<file path="src/rtl/core_sequencer_if.sv">
`default_nettype none
// ============================================================================
//  Module  : core_sequencer_if
//  Purpose : Shared single-port memory handshake between the RV32I
//            sequencer (master) and the memory subsystem (slave).
//  Rev     : 1.0  initial release
// ============================================================================
interface core_sequencer_if;
   logic mem_req;       // request, held until mem_ack
   logic mem_addr_sel;  // 0 = PC (fetch), 1 = ALU result (data)
   logic mem_we;        // write strobe, qualified by mem_req
   logic mem_ack;       // memory completes the current request

   modport master (
      output mem_req,
      output mem_addr_sel,
      output mem_we,
      input  mem_ack
   );

   modport slave (
      input  mem_req,
      input  mem_addr_sel,
      input  mem_we,
      output mem_ack
   );
endinterface
`default_nettype wire

</file>
<file path="src/rtl/core_sequencer.sv">
`default_nettype none
// ============================================================================
//  Module  : core_sequencer
//  Purpose : Multi-cycle FETCH/DECODE/EXECUTE/MEM/WRITEBACK sequencer for an
//            RV32I core. Drives the phase enables, arbitrates the shared
//            memory port and faults on a bounded memory-ack timeout.
//  Options : CORE_SEQUENCER_PERF_COUNTERS_EN adds perf_cycles/perf_instret.
//  Rev     : 1.0  initial release
// ============================================================================
module core_sequencer #(
   parameter int MEM_TIMEOUT = 16   // 0 disables the timeout
) (
   input  wire logic        clk,
   input  wire logic        rst_n,
   core_sequencer_if.master bus,
   input  wire logic        run,
   input  wire logic        regfile_wr_en,
   input  wire logic        mem_rd_en,
   input  wire logic        mem_wr_en,
   input  wire logic        is_branch_instruction,
   input  wire logic        branch_taken,
   output logic             ir_load,
   output logic             alu_en,
   output logic             mem_data_latch,
   output logic             rf_commit,
   output logic             pc_en,
   output logic             pc_sel,
   output logic             fault,
   output logic [2:0]       state
`ifdef CORE_SEQUENCER_PERF_COUNTERS_EN
   ,
   output logic [31:0]      perf_cycles,
   output logic [31:0]      perf_instret
`endif
);

   localparam logic [2:0] C_IDLE      = 3'd0;
   localparam logic [2:0] C_FETCH     = 3'd1;
   localparam logic [2:0] C_DECODE    = 3'd2;
   localparam logic [2:0] C_EXECUTE   = 3'd3;
   localparam logic [2:0] C_MEM       = 3'd4;
   localparam logic [2:0] C_WRITEBACK = 3'd5;
   localparam logic [2:0] C_FAULT     = 3'd6;

   // Counter must be able to hold the value MEM_TIMEOUT itself
   localparam int               C_CW      = (MEM_TIMEOUT < 1) ? 1 : $clog2(MEM_TIMEOUT + 1);
   localparam logic [C_CW-1:0]  C_TIMEOUT = C_CW'(MEM_TIMEOUT);
   localparam bit               C_TO_EN   = (MEM_TIMEOUT != 0);

   logic [2:0]      r_state;
   logic [2:0]      w_next_state;
   logic [2:0]      w_retire_state;
   logic [C_CW-1:0] r_wait;
   logic            w_mem_phase;
   logic            w_timeout;

   assign state          = r_state;
   assign w_mem_phase    = (r_state == C_FETCH) || (r_state == C_MEM);
   // An ack on the timeout cycle takes priority, so the timeout needs !ack
   assign w_timeout      = C_TO_EN && w_mem_phase && !bus.mem_ack && (r_wait == C_TIMEOUT);
   // Run is only honoured at instruction boundaries
   assign w_retire_state = run ? C_FETCH : C_IDLE;

   // State register and memory wait counter
   always_ff @(posedge clk or negedge rst_n) begin
      if (!rst_n) begin
         r_state <= C_IDLE;
         r_wait  <= '0;
      end else begin
         r_state <= w_next_state;
         // Counting only while staying in a waiting memory phase; any exit,
         // entry or ack leaves the counter cleared
         if (w_mem_phase && !bus.mem_ack && (w_next_state == r_state))
            r_wait <= r_wait + C_CW'(1);
         else
            r_wait <= '0;
      end
   end

   // Next-state selection
   always_comb begin
      w_next_state = r_state;
      case (r_state)
         C_IDLE: begin
            if (run)
               w_next_state = C_FETCH;
         end
         C_FETCH: begin
            if (bus.mem_ack)
               w_next_state = C_DECODE;
            else if (w_timeout)
               w_next_state = C_FAULT;
         end
         C_DECODE: begin
            w_next_state = C_EXECUTE;
         end
         C_EXECUTE: begin
            if (mem_rd_en || mem_wr_en)
               w_next_state = C_MEM;
            else if (regfile_wr_en)
               w_next_state = C_WRITEBACK;
            else
               w_next_state = w_retire_state;
         end
         C_MEM: begin
            if (bus.mem_ack)
               w_next_state = mem_rd_en ? C_WRITEBACK : w_retire_state;
            else if (w_timeout)
               w_next_state = C_FAULT;
         end
         C_WRITEBACK: begin
            w_next_state = w_retire_state;
         end
         C_FAULT: begin
            w_next_state = C_FAULT;
         end
         default: begin
            w_next_state = C_IDLE;
         end
      endcase
   end

   // Phase enables and memory strobes from state (plus ack-qualified strobes)
   always_comb begin
      bus.mem_req      = 1'b0;
      bus.mem_addr_sel = 1'b0;
      bus.mem_we       = 1'b0;
      ir_load          = 1'b0;
      alu_en           = 1'b0;
      mem_data_latch   = 1'b0;
      rf_commit        = 1'b0;
      pc_en            = 1'b0;
      pc_sel           = 1'b0;
      fault            = 1'b0;
      case (r_state)
         C_FETCH: begin
            bus.mem_req = 1'b1;
            ir_load     = bus.mem_ack;
         end
         C_EXECUTE: begin
            alu_en = 1'b1;
            // Neither memory nor register write: the instruction retires here
            if (!(mem_rd_en || mem_wr_en) && !regfile_wr_en) begin
               pc_en  = 1'b1;
               pc_sel = is_branch_instruction & branch_taken;
            end
         end
         C_MEM: begin
            bus.mem_req      = 1'b1;
            bus.mem_addr_sel = 1'b1;
            bus.mem_we       = mem_wr_en & ~mem_rd_en;
            mem_data_latch   = bus.mem_ack & mem_rd_en;
            pc_en            = bus.mem_ack & ~mem_rd_en;
         end
         C_WRITEBACK: begin
            rf_commit = 1'b1;
            pc_en     = 1'b1;
         end
         C_FAULT: begin
            fault = 1'b1;
         end
         default: begin
         end
      endcase
   end

`ifdef CORE_SEQUENCER_PERF_COUNTERS_EN
   logic [31:0] r_perf_cycles;
   logic [31:0] r_perf_instret;

   assign perf_cycles  = r_perf_cycles;
   assign perf_instret = r_perf_instret;

   // Active-cycle and retired-instruction counters; frozen while in FAULT
   always_ff @(posedge clk or negedge rst_n) begin
      if (!rst_n) begin
         r_perf_cycles  <= '0;
         r_perf_instret <= '0;
      end else begin
         if ((r_state != C_IDLE) && (r_state != C_FAULT))
            r_perf_cycles <= r_perf_cycles + 32'd1;
         if (pc_en)
            r_perf_instret <= r_perf_instret + 32'd1;
      end
   end
`endif

endmodule
`default_nettype wire

</file>
<file path="src/flat_wrapper.sv">
// flat-port wrapper written by rule: the top's interface ports become plain ports
module core_sequencer_flat 
#(
   parameter int MEM_TIMEOUT = 16                            
)
  (clk, rst_n, run, regfile_wr_en, mem_rd_en, mem_wr_en, is_branch_instruction, branch_taken, ir_load, alu_en, mem_data_latch, rf_commit, pc_en, pc_sel, fault, state, bus_mem_req, bus_mem_addr_sel, bus_mem_we, bus_mem_ack);
  core_sequencer_if bus_i ();
  input  wire logic clk;
  input  wire logic rst_n;
  input  wire logic run;
  input  wire logic regfile_wr_en;
  input  wire logic mem_rd_en;
  input  wire logic mem_wr_en;
  input  wire logic is_branch_instruction;
  input  wire logic branch_taken;
  output logic ir_load;
  output logic alu_en;
  output logic mem_data_latch;
  output logic rf_commit;
  output logic pc_en;
  output logic pc_sel;
  output logic fault;
  output logic [2:0] state;
  output wire logic [$bits(bus_i.mem_req)-1:0] bus_mem_req;
  output wire logic [$bits(bus_i.mem_addr_sel)-1:0] bus_mem_addr_sel;
  output wire logic [$bits(bus_i.mem_we)-1:0] bus_mem_we;
  input wire logic [$bits(bus_i.mem_ack)-1:0] bus_mem_ack;
  assign bus_mem_req = bus_i.mem_req;
  assign bus_mem_addr_sel = bus_i.mem_addr_sel;
  assign bus_mem_we = bus_i.mem_we;
  assign bus_i.mem_ack = bus_mem_ack;
  core_sequencer #(.MEM_TIMEOUT(MEM_TIMEOUT)) u_core (.clk(clk), .rst_n(rst_n), .bus(bus_i), .run(run), .regfile_wr_en(regfile_wr_en), .mem_rd_en(mem_rd_en), .mem_wr_en(mem_wr_en), .is_branch_instruction(is_branch_instruction), .branch_taken(branch_taken), .ir_load(ir_load), .alu_en(alu_en), .mem_data_latch(mem_data_latch), .rf_commit(rf_commit), .pc_en(pc_en), .pc_sel(pc_sel), .fault(fault), .state(state));
endmodule
</file>
<file path="config.mk">
export PLATFORM = sky130hd
export DESIGN_NAME = core_sequencer_flat
export DESIGN_NICKNAME = d
export VERILOG_FILES = /design/src/rtl/core_sequencer_if.sv /design/src/rtl/core_sequencer.sv /design/src/flat_wrapper.sv
export SDC_FILE = /design/constraint.sdc
export NUM_CORES = 1
export LEC_CHECK = 0
export CAP_MARGIN = 20
export CORE_MARGIN = 2
export CORE_UTILIZATION = 42
export CTS_CLUSTER_SIZE = 20
export DETAILED_ROUTE_END_ITERATION = 7
export PLACE_DENSITY_LB_ADDON = 0.12
export REMOVE_ABC_BUFFERS = 1
export SETUP_SLACK_MARGIN = 0.1
export SYNTH_ARGS = -nofsm -noshare
export SYNTH_HDL_FRONTEND = slang
export SYNTH_SLANG_ARGS = --single-unit
export TNS_END_PERCENT = 5
</file>
<file path="constraint.sdc">
create_clock -name clk -period 1.4 [get_ports clk]
set_input_delay 0.21 -clock clk [delete_from_list [all_inputs] [get_ports clk]]
set_output_delay 0.21 -clock clk [all_outputs]
set_load 0.1 [all_outputs]
</file>
After elaboration in Yosys (flattened, before gate mapping)

Cells that the tools add are included.

Register bits after elaboration: 8
Bits in latches: 0
Bits in writable memories: 0
Bits in read-only memories: 0
Bits of input ports: 9
Output and inout port bits: 13
Word-level logic and storage cells: 49
Memories kept: 0

Add/sub/neg operators: 1
Multiply operators: 0
Div/mod/pow operators: 0
$lt $le $gt $ge: 0
Equality and inequality tests: 8
Shift-type cells: 0
Mux-type cells: 22
Bitwise gates (word level): 5
Reductions and logical operators: 11

Operator list:

| cell                  | number |
|---|---|
| $mux W3               | 7 |
| $pmux W3 S7           | 1 |
| $mux W1               | 12 |
| $eq A3 B3 Y1 const B  | 3 |
| $eq A3 B2 Y1 const B  | 2 |
| $add A5 B1 Y5 const B | 1 |
| $eq A5 B5 Y1 const B  | 1 |
| $mux W5               | 1 |
| $and A1 B1 Y1         | 4 |
| $logic_and A1 B1 Y1   | 4 |
| $eq A3 B1 Y1 const B  | 1 |
| $eq A3 B3 Y1          | 1 |
| $logic_not A1 Y1      | 3 |
| $logic_not A3 Y1      | 1 |
| $pmux W1 S3           | 1 |
| $logic_or A1 B1 Y1    | 2 |
| $reduce_or A2 Y1      | 1 |
| $not A1 Y1            | 1 |

Longest topological paths before layout

Gate-level depths: netlist of run 1.

Depth after elaboration: 10
Gate-level depth with buffers: 6
Gate-level depth less buffers: 5

Worst setup path before layout of run 1

OpenSTA, ideal clock, no wires.

Kind: flip-flop to output port
From: register u_core.r_state[2], in the netlist u_core.state[2]
To: output port bus_mem_we
Data arrival time: 4.369 ns
Required time: 1.190 ns
Setup slack: -3.179 ns
Stages on the path, launching flop included: 4
Buffers on the path: 1
Cells stage by stage: dfrtp_1 buf_6 nand2b_4 nor4b_1

Cells in the longest elaborated chain, start to end: 2

Ends and longest elaborated chain:

| item                     | RTL line              | source |
|---|---|---|
| start: declaration       | core_sequencer.sv:50  | `logic [2:0] r_state;` |
| start signal: assignment | core_sequencer.sv:70  | `r_state <= w_next_state;` |
| $eq A3 B3 Y1             | core_sequencer.sv:135 | `case (r_state)` |
| $mux W1                  | core_sequencer.sv:135 |  |
| end: declaration         | flat_wrapper.sv:26    | `output wire logic [$bits(bus_i.mem_we)-1:0] bus_mem_we;` |

No other way between the ends.

Worst setup path after layout of run 1

From: register u_core.r_state[1], in the netlist u_core.state[1]
To: output port pc_sel

Cells in the longest elaborated chain, start to end: 2

Ends and longest elaborated chain:

| item             | RTL line              | source |
|---|---|---|
| $eq A3 B2 Y1     | core_sequencer.sv:135 |  |
| $mux W1          | core_sequencer.sv:135 |  |
| end: declaration | flat_wrapper.sv:21    | `output logic pc_sel;` |

No other way between the ends.

==> results.toml, run 1 <==
[finish]
seq_area_um2 = 201
fin_cells = 123
fin_nets = 121
fill_cells = 45
multiInputGateArea_um2 = 417
layout-drive-gt1-share_pct = 63.0
final_area_um2 = 1210
utilization_pct = 92.1
antennaDiodeCount = 0
syn2layout_area_growth_pct = 105

[floorplanning]
die_h_um = 41.6
core-area_um2 = 1320
ios = 22
rows = 13
start_util_pct = 45.0
dieArea_um2 = 1730
die_w_um = 41.6

[timing]
whs_ns = 0.232
rsz0062_at_grt = "yes"
finalHoldViolCount = 0
final-setup-viol-count = 10
max_slew_margin_pct = 74.7
drv_slew = 0
max_freq_ghz = 0.590
finClkSkew_ns = 0.00368
fin_crit_ns = 1.70
worst_pin_slew_ns = 0.378
finalCritPeriodShare_pct = 121
setup_ws_ns = -0.296

[global_routing]
grt_pass1_vias = 725
grt_first_pass_wirelength_um = 3310
grt-ovfl-total = 0
antenna_found_initial = 0
gr-usage-all-layers_pct = 25.2
grt_start_max_net_pins = 9

[route]
num_vias = 719
viasPerCell = 5.85
drt_iter0_drc = 32
wire_per_inst_um = 18.6
ant_nets = 0
dr.pass1.iters = 4
drc = 0
wirelength_um = 2290

[worst_setup_path]
startpoint = "u_core.state[1]$_DFF_PN0_"
cp_max_fo = 5
reg2reg_from = "u_core.state[2]$_DFF_PN0_"
required_ns = 1.19
startpoint_type = "flip-flop"
worstPathArrival_ns = 1.49
criticalPathCategory = "reg2out"
end_kind = "output pin"

[synthesis]
ys_warn_count = 0
synth_cell_types = 33
synthTopCellsByCount = "14 x nor2_1, 8 x dfrtp_1, 5 x inv_1"
avgSynthCellArea_um2 = 9.41
synth.most_common_cell = "nor2_1"
yosys.area.top_type = "dfrtp_1"
synth.top_cell.area_share_pct = 33.8
ys_seq_area_share_pct = 33.8
ys_async_sr_fraction_pct = 100
syn_inst = 63
synth_flop_cell = "dfrtp_1"
synth_edf_count = 0
ys_ff_latch = 8
synth_area_um2 = 593
ys_top_cells_by_area = "dfrtp_1 34%, nor2_1 8.9%, xnor2_4 4.6%"

[placement]
place_area_um2 = 1060
port_buffers = 21
hpwl_um = 1270
gp_congestion = 0.796
dp.cells = 115

[pwr]
max-vdd-ir-drop_uv = 1610
power_leakage_nw = 0.542
powerDensity_nw_per_um2 = 2560

[outcome]
status = "finished with violations"
violations = "setup timing"

[clock_network]
clock_latency_ns = 0.26
hold_buffers = 0
cts_buffer_depth = 2
clock-sinks = 8
cts_tree = "built"
numCtsBuffers = 3
clock-root-buffer = "clkbuf_4"
htree_levels = 1
path_clk_slew_ns = 0.05

[run]
drv_cap = 0

[worst_hold_path]
hold_path_class = "in2async"
-- metal layers --
metal,global-route usage (%),share of wire [%]
met5,0,0
met1,30.7,34
met3,7.83,8.2
met4,7.74,6.3
met2,42.2,52
-- cell usage in the layout (no fill, tap or decap), drive strengths merged --
cell and n:
ha 2, o221ai 1, inv 6, buf 37
nand2b 3, clkdlybuf4s50 8, dfrtp 8, nand2 1
a32o 1, and4 1, nor4b 1, a31oi 1
xnor2 2, o31ai 1, o32ai 1, and4bb 1
a21o 1, a32oi 1, clkbuf 3, nor3 3
xor2 2, nand3 2, o21ai 2, nor2 14
o21bai 1, a21oi 2, and3 2
-- power by group --
part	internal, mW	total, mW	switching, mW
sequential	0.292	0.380	0.0880
clock	0.0983	0.181	0.0823
combinational	1.04	2.54	1.51
-- timing repair --
action | in CTS | in global routing
setup buffers | 4 | 1
endpoints found under the setup margin | 14 | 20
gates resized for setup | 12 | 16
endpoints found under the hold margin | 0 | 0
pin swaps | 2 | 9
-- worst max-delay path, stage by stage (launching register included) --
cell	delay [ns]
dfrtp_1	0.43
inv_2	0.11
nor2_4	0.12
nand2_2	0.08
inv_2	0.07
and4_4	0.24
buf_12	0.17
-- stage by stage --
step | setup TNS, ns | total power, mW | setup WS (ns)
finish | -2.12 | 3.11 | -0.296
global route | -2.56 | 3.21 | -0.342
CTS | -1.94 | 2.93 | -0.256
detailed placement | -0.754 | 2.57 | -0.221
global placement | -0.661 | 2.55 | -0.199
floorplan | -19.74 | 1.61 | -3.20
-- final timing paths --
path	cells after the start	slack (ns)	to
setup / recovery	6	-0.30	pc_sel
hold / removal	1	0.23	u_core.state[0]$_DFF_PN0_
setup reg to reg	5	0.01	u_core.state[1]$_DFF_PN0_
hold reg to reg	1	0.50	u_core.r_wait[0]$_DFF_PN0_
max in group asynchronous	1	0.87	u_core.state[2]$_DFF_PN0_
min in group clk	1	0.50	u_core.r_wait[0]$_DFF_PN0_
-- final cells by class --
class	instances	area share, %
Timing Repair Buffer	45	43.8
Multi-Input combinational cell	46	34.3
Sequential cell	8	16.6
Clock buffer	3	1.86
Inverter	6	1.86
Tap cell	15	1.55
-- sequential cells by signal, summed over array words and instances (netlist names) --
signal,flops
u_core.r_wait,5
u_core.state,3
-- cells by family after synthesis --
logic type	after synthesis	synth area share [%]
AO/OA/AOI/OAI	12	15.0
XOR/XNOR	4	9.07
adder cells (fa/ha/maj)	2	4.22
buffers and inverters	9	10.1
flip-flops	8	33.8
AND/OR/NAND/NOR	28	27.9
No activity file was read; power rests on OpenSTA's default activity.
==> run 2, diff against run 1 <==
--- a/config.mk
+++ b/config.mk
@@ -13,6 +13,7 @@
 export PLACE_DENSITY_LB_ADDON = 0.12
 export REMOVE_ABC_BUFFERS = 1
 export SETUP_SLACK_MARGIN = 0.1
+export SLEW_MARGIN = 20
 export SYNTH_ARGS = -nofsm -noshare
 export SYNTH_HDL_FRONTEND = slang
 export SYNTH_SLANG_ARGS = --single-unit
==> results of run 2 <==
Final layout, timing and power as in run 1 (identical DEF).
